### config.mk
export PLATFORM = sky130hd
export DESIGN_NAME = multimode_flop_bank
export DESIGN_NICKNAME = d
export VERILOG_FILES = /design/src/rtl/multimode_flop_bank.sv
export SDC_FILE = /design/constraint.sdc
export NUM_CORES = 1
export LEC_CHECK = 0
export CORE_MARGIN = 8
export CORE_UTILIZATION = 40
export CTS_CLUSTER_DIAMETER = 80
export CTS_CLUSTER_SIZE = 12
export DETAILED_ROUTE_END_ITERATION = 6
export PLACE_DENSITY_LB_ADDON = 0.05
export SLEW_MARGIN = 30
export SYNTH_ARGS = -nofsm -noshare
export SYNTH_HDL_FRONTEND = slang
export SYNTH_HIERARCHICAL = 1
export SYNTH_SLANG_ARGS = --single-unit
### constraint.sdc
create_clock -name clk -period 9.8 [get_ports clk]
set_input_delay 1.47 -clock clk [delete_from_list [all_inputs] [get_ports clk]]
set_output_delay 1.47 -clock clk [all_outputs]
set_load 0.05 [all_outputs]
### src/rtl/multimode_flop_bank.sv
// multimode_flop_bank: WIDTH storage bits sharing one run-time mode
// (D / T / SR / JK). Reports which bits changed, how many changed, and a
// sticky flag for SR-mode S=R=1 conflicts. All outputs are registered.

// Per-channel next-state logic; purely combinational, one instance per bit.
module multimode_flop_bank_lane #(
  parameter int SR_CONFLICT = 0
) (
  input  logic [1:0] mode,
  input  logic       a,
  input  logic       b,
  input  logic       q,
  output logic       q_next
);

  // Next value for this bit; b is only looked at in SR and JK modes so an
  // unknown b in D/T cannot leak into the state.
  always_comb begin
    q_next = q;
    case (mode)
      2'b00: q_next = a;
      2'b01: q_next = q ^ a;
      2'b10: begin
        case ({a, b})
          2'b01:   q_next = 1'b0;
          2'b10:   q_next = 1'b1;
          2'b11: begin
            case (SR_CONFLICT)
              1:       q_next = 1'b0;
              2:       q_next = 1'b1;
              3:       q_next = ~q;
              default: q_next = q;
            endcase
          end
          default: q_next = q;
        endcase
      end
      default: begin
        case ({a, b})
          2'b01:   q_next = 1'b0;
          2'b10:   q_next = 1'b1;
          2'b11:   q_next = ~q;
          default: q_next = q;
        endcase
      end
    endcase
  end

endmodule

module multimode_flop_bank #(
  parameter int                 WIDTH       = 8,
  parameter logic [WIDTH-1:0]   RESET_VAL   = {WIDTH{1'b1}},
  parameter int                 SR_CONFLICT = 0,
  parameter int                 CNT_W       = $clog2(WIDTH + 1)
) (
  input  logic             clk,
  input  logic             reset,
  input  logic             enable,
  input  logic [1:0]       mode,
  input  logic [WIDTH-1:0] a,
  input  logic [WIDTH-1:0] b,
  input  logic             conflict_clr,
  output logic [WIDTH-1:0] q,
  output logic [WIDTH-1:0] qb,
  output logic [WIDTH-1:0] changed,
  output logic [CNT_W-1:0] change_cnt,
  output logic             conflict
);

  localparam logic [1:0] MODE_SR = 2'b10;

  logic [WIDTH-1:0] q_q, q_d;
  logic [WIDTH-1:0] qb_q, qb_d;
  logic [WIDTH-1:0] changed_q, changed_d;
  logic [CNT_W-1:0] change_cnt_q, change_cnt_d;
  logic             conflict_q, conflict_d;
  logic [WIDTH-1:0] lane_next;

  for (genvar i = 0; i < WIDTH; i++) begin : g_lane
    multimode_flop_bank_lane #(
      .SR_CONFLICT(SR_CONFLICT)
    ) u_lane (
      .mode   (mode),
      .a      (a[i]),
      .b      (b[i]),
      .q      (q_q[i]),
      .q_next (lane_next[i])
    );
  end

  // Next state for all registers; qb comes from the same q_d so it can
  // never lag or disagree with q.
  always_comb begin
    q_d          = enable ? lane_next : q_q;
    qb_d         = ~q_d;
    changed_d    = q_d ^ q_q;
    change_cnt_d = '0;
    for (int i = 0; i < WIDTH; i++)
      change_cnt_d = change_cnt_d + CNT_W'(changed_d[i]);
    // A fresh conflict beats a simultaneous clear.
    conflict_d = conflict_q;
    if (conflict_clr)
      conflict_d = 1'b0;
    if (enable && (mode == MODE_SR) && |(a & b))
      conflict_d = 1'b1;
  end

  // State registers; synchronous reset overrides enable and conflict_clr.
  always_ff @(posedge clk) begin
    if (reset) begin
      q_q          <= RESET_VAL;
      qb_q         <= ~RESET_VAL;
      changed_q    <= '0;
      change_cnt_q <= '0;
      conflict_q   <= 1'b0;
    end else begin
      q_q          <= q_d;
      qb_q         <= qb_d;
      changed_q    <= changed_d;
      change_cnt_q <= change_cnt_d;
      conflict_q   <= conflict_d;
    end
  end

  assign q          = q_q;
  assign qb         = qb_q;
  assign changed    = changed_q;
  assign change_cnt = change_cnt_q;
  assign conflict   = conflict_q;

endmodule

==> summary.txt <==
Final layout
  • Finished Core Util: 55.5%
  • # diodes: 0
  • Count of fill cells added during filler insertion: 400
  • Share of layout cells above drive strength 1: around a tenth
  • Area taken by multi-input logic gates: about 0.0011 mm^2
  • Area growth, synth to finish: 33.8%
  • Final Cell Area: around 0.0024 mm^2
  • Layout net count: about 290
  • Area taken by flip-flops and latches: 581 um^2

CTS
  • Count of hold-fix buffers inserted at cts: 0
  • H-Tree Level Count: 2
  • Number of buffers inserted during clock tree synthesis: 5
  • Buffers from clock root to sink, at most: 2
  • Post-CTS Setup Inserts: 0
  • Sink count of the clock tree: 29
  • Clock tree from TritonCTS: yes
  • # resized after CTS: 0
  • Clk pin slew, worst setup/hold paths: ~0.060 ns
  • Clock root buffer master: sky130_fd_sc_hd__clkbuf_8
  • Latest clock arrival within the worst-skew pair: ~0.28 ns

Yosys
  • Part of the Yosys area used for sequential elements: 32.2%
  • Synth cell count leaders: 29 x sky130_fd_sc_hd__dfxtp_1, 20 x sky130_fd_sc_hd__nor2b_1, 19 x sky130_fd_sc_hd__nand2_1
  • Cell area after synthesis: approximately 0.0018 mm^2
  • Number of different library cells in the post-synthesis netlist: 27
  • Flip-flop cell with the highest count after synthesis: sky130_fd_sc_hd__dfxtp_1
  • Post-Synthesis Net Count: 234
  • Count leader, synth: sky130_fd_sc_hd__dfxtp_1
  • Portion of synthesized cell area occupied by the leading cell type: 32.2%
  • Total number of yosys warnings: 6
  • Fraction of registers with async set or reset after synthesis: 0%
  • Biggest area consumer among synthesized cells: sky130_fd_sc_hd__dfxtp_1
  • Post-synthesis average cell area: ~9.2 um^2
  • Gate Count Post-Synth: 197
  • Number of register bits inferred by synthesis: 29
  • Synth area leaders: sky130_fd_sc_hd__dfxtp_1 32%, sky130_fd_sc_hd__ha_1 7.6%, sky130_fd_sc_hd__nor2b_1 6.9%
  • Post-synth EDFFs: 0

Routing
  • Antenna viol nets, final: 0
  • Vias per Instance: 4.77
  • Iteration-0 DRC count of the detailed router: 59
  • Vias: 1454
  • First-pass iteration count of the detailed router: 4
  • Average wire per standard cell: 13.0 um
  • Final wirelength: 3950 um
  • DRC Markers: 0

Die
  • Initial cell density of the core: 41.5%
  • Top-level I/O count: between 50 and 60
  • Height of the chip: 83.2 um
  • Placeable core region: 0.00435 mm^2
  • Die area: about 0.007 mm^2
  • Site row count: 24
  • Die boundary width: 83.2 um

GRT
  • First-pass GRT wire length: 6530 um
  • Vias in the first global route: 1377
  • Pin count of the biggest net entering global routing: 34
  • Global-route usage over all layers: 11.3%
  • GRT overflow: 0
  • Initial antenna violation count: 0

Timing
  • Total Neg Setup Slack: 0 ns
  • Clock Skew: 0.00389 ns
  • Endpoints failing hold: 0
  • Relative slew slack: slightly below 60%
  • Upper clock frequency limit: 183 MHz
  • Final setup vio count: 0
  • Number of pins exceeding their max-slew limit in the final report: 0
  • Minimum clock period after layout: 5.46 ns
  • RSZ-0062 raised after global routing: no
  • Final critical-path setup slack: about 4.3 ns
  • Final period util: 55.7%
  • Transition time of the tightest slew-check pin: 0.633 ns

Worst setup path
  • Source of the worst register-to-register timing path: q[1]
  • Worst Setup EP: change_cnt[2]
  • Endpoint of the lowest-slack register-to-register path: change_cnt[2]
  • Depth of the worst register-to-register path: 15
  • CP Capture Type: register
  • CP Launch Point: mode[0]
  • Required time of the worst setup path: 9.96 ns
  • Flop-to-flop setup slack: 6.01 ns
  • Type of element launching the critical path: primary input
  • Maximum fanout encountered on the critical timing path: 17
  • Arrival time of data at the critical path endpoint: between 5 and 6 ns
  • Critical path type: primary input to register

Outcome
  • Result of the run: completed

Job
  • Max-Cap Viols: 0

Placement
  • Half-perimeter wire length after placement: 2980 um
  • Post-Place Worst Slack: between 3 and 4 ns
  • Weighted congestion reported at the end of routability-driven placement: 0.701
  • Post-placement cell area: 0.00234 mm^2
  • Count of input and output buffers: 50

Power
  • Power per unit of standard cell area: 163 mW/mm^2
  • Leak pwr: slightly above 0.001 uW
  • Maximum vdd drop: 0.0635 mV

Min path
  • Hold/Removal Path Class: register to register
[worst min path at each step]
| stage | start | to | cells after the start |
|---|---|---|---|
| after detailed placement | conflict | conflict | 1 |
| after floorplan | conflict | conflict | 1 |
| after CTS | conflict | conflict | 1 |
| final | conflict | conflict | 1 |
| after global placement | conflict | conflict | 1 |
| after global routing | conflict | conflict | 1 |
[final cells by class]
type / instances / area share [%]
multi-input cells: 142 / 45.3
flip-flops and latches: 29 / 24.0
repair buffers: 52 / 21.1
inverters: 22 / 3.42
clock buffers: 6 / 3.00
well taps: 52 / 2.69
clock inverters: 2 / 0.414
[placed cells by master (no fill, tap or decap), drive strengths merged, types with 6 or more instances in the layout]
cell and n:
nand2 20, nor2 12, a21oi 9, nor2b 20, a211o 9, xor2 9
inv 22, clkdlybuf4s50 49, clkbuf 6, o21ai 16, mux2i 8, ha 11
a211oi 7, dfxtp 29
[worst max-delay path, cell delays in order]
cell                              delay [ns]
sky130_fd_sc_hd__clkdlybuf4s50_1        0.87
sky130_fd_sc_hd__o21ai_0                0.19
sky130_fd_sc_hd__o21ai_0                0.45
sky130_fd_sc_hd__xor2_1                 0.12
sky130_fd_sc_hd__and2_1                 0.20
sky130_fd_sc_hd__fa_1                   0.50
sky130_fd_sc_hd__inv_1                  0.05
sky130_fd_sc_hd__fa_1                   0.50
sky130_fd_sc_hd__fa_1                   0.41
sky130_fd_sc_hd__inv_1                  0.07
sky130_fd_sc_hd__ha_1                   0.15
sky130_fd_sc_hd__inv_1                  0.05
sky130_fd_sc_hd__fa_1                   0.38
sky130_fd_sc_hd__xor2_1                 0.14
sky130_fd_sc_hd__nor2_1                 0.05
[kinds of logic (layout without fill, tap and decap cells)]
family                     Yosys count  in the layout  synth area share (%)
AOI/OAI and AO/OA                   46             46                  20.8
buffers and inverters               26             82                  7.21
DFF                                 29             29                  32.2
xor gates and xnor gates             9              9                  4.37
adders and majority gates           15             15                  12.1
and+or+nand+nor                     64             64                  19.0
muxes                                8              8                  4.44
[per-layer routing]
layer  track usage, %  share of wire [%]  vias up
li1                 -                  -      766
met1             13.8                 48      643
met4             4.15                1.3        0
met2             16.7                 43       38
met3             5.37                7.5        7
met5                0                  0        -
[registers in the layout (all words and copies together) (netlist names)]
register and flops:
change_cnt 4, changed 8, conflict 1, q 8
qb 8
[per-stage QoR]
stage / cells / hold slack (ns) / power [uW]
floorplan: 197 / 0.767 / 253
global placement: 297 / 0.492 / 304
detailed placement: 297 / 0.491 / 306
CTS: 305 / 0.507 / 401
global route: 305 / 0.522 / 421
finish: 305 / 0.496 / 394
[report_power, final]
group	switching, uW	internal [uW]	total, uW
registers	6.91	131	138
clock network	43.6	49.0	92.6
logic	98.3	65.4	164
No activity file was read; power rests on OpenSTA's default activity.
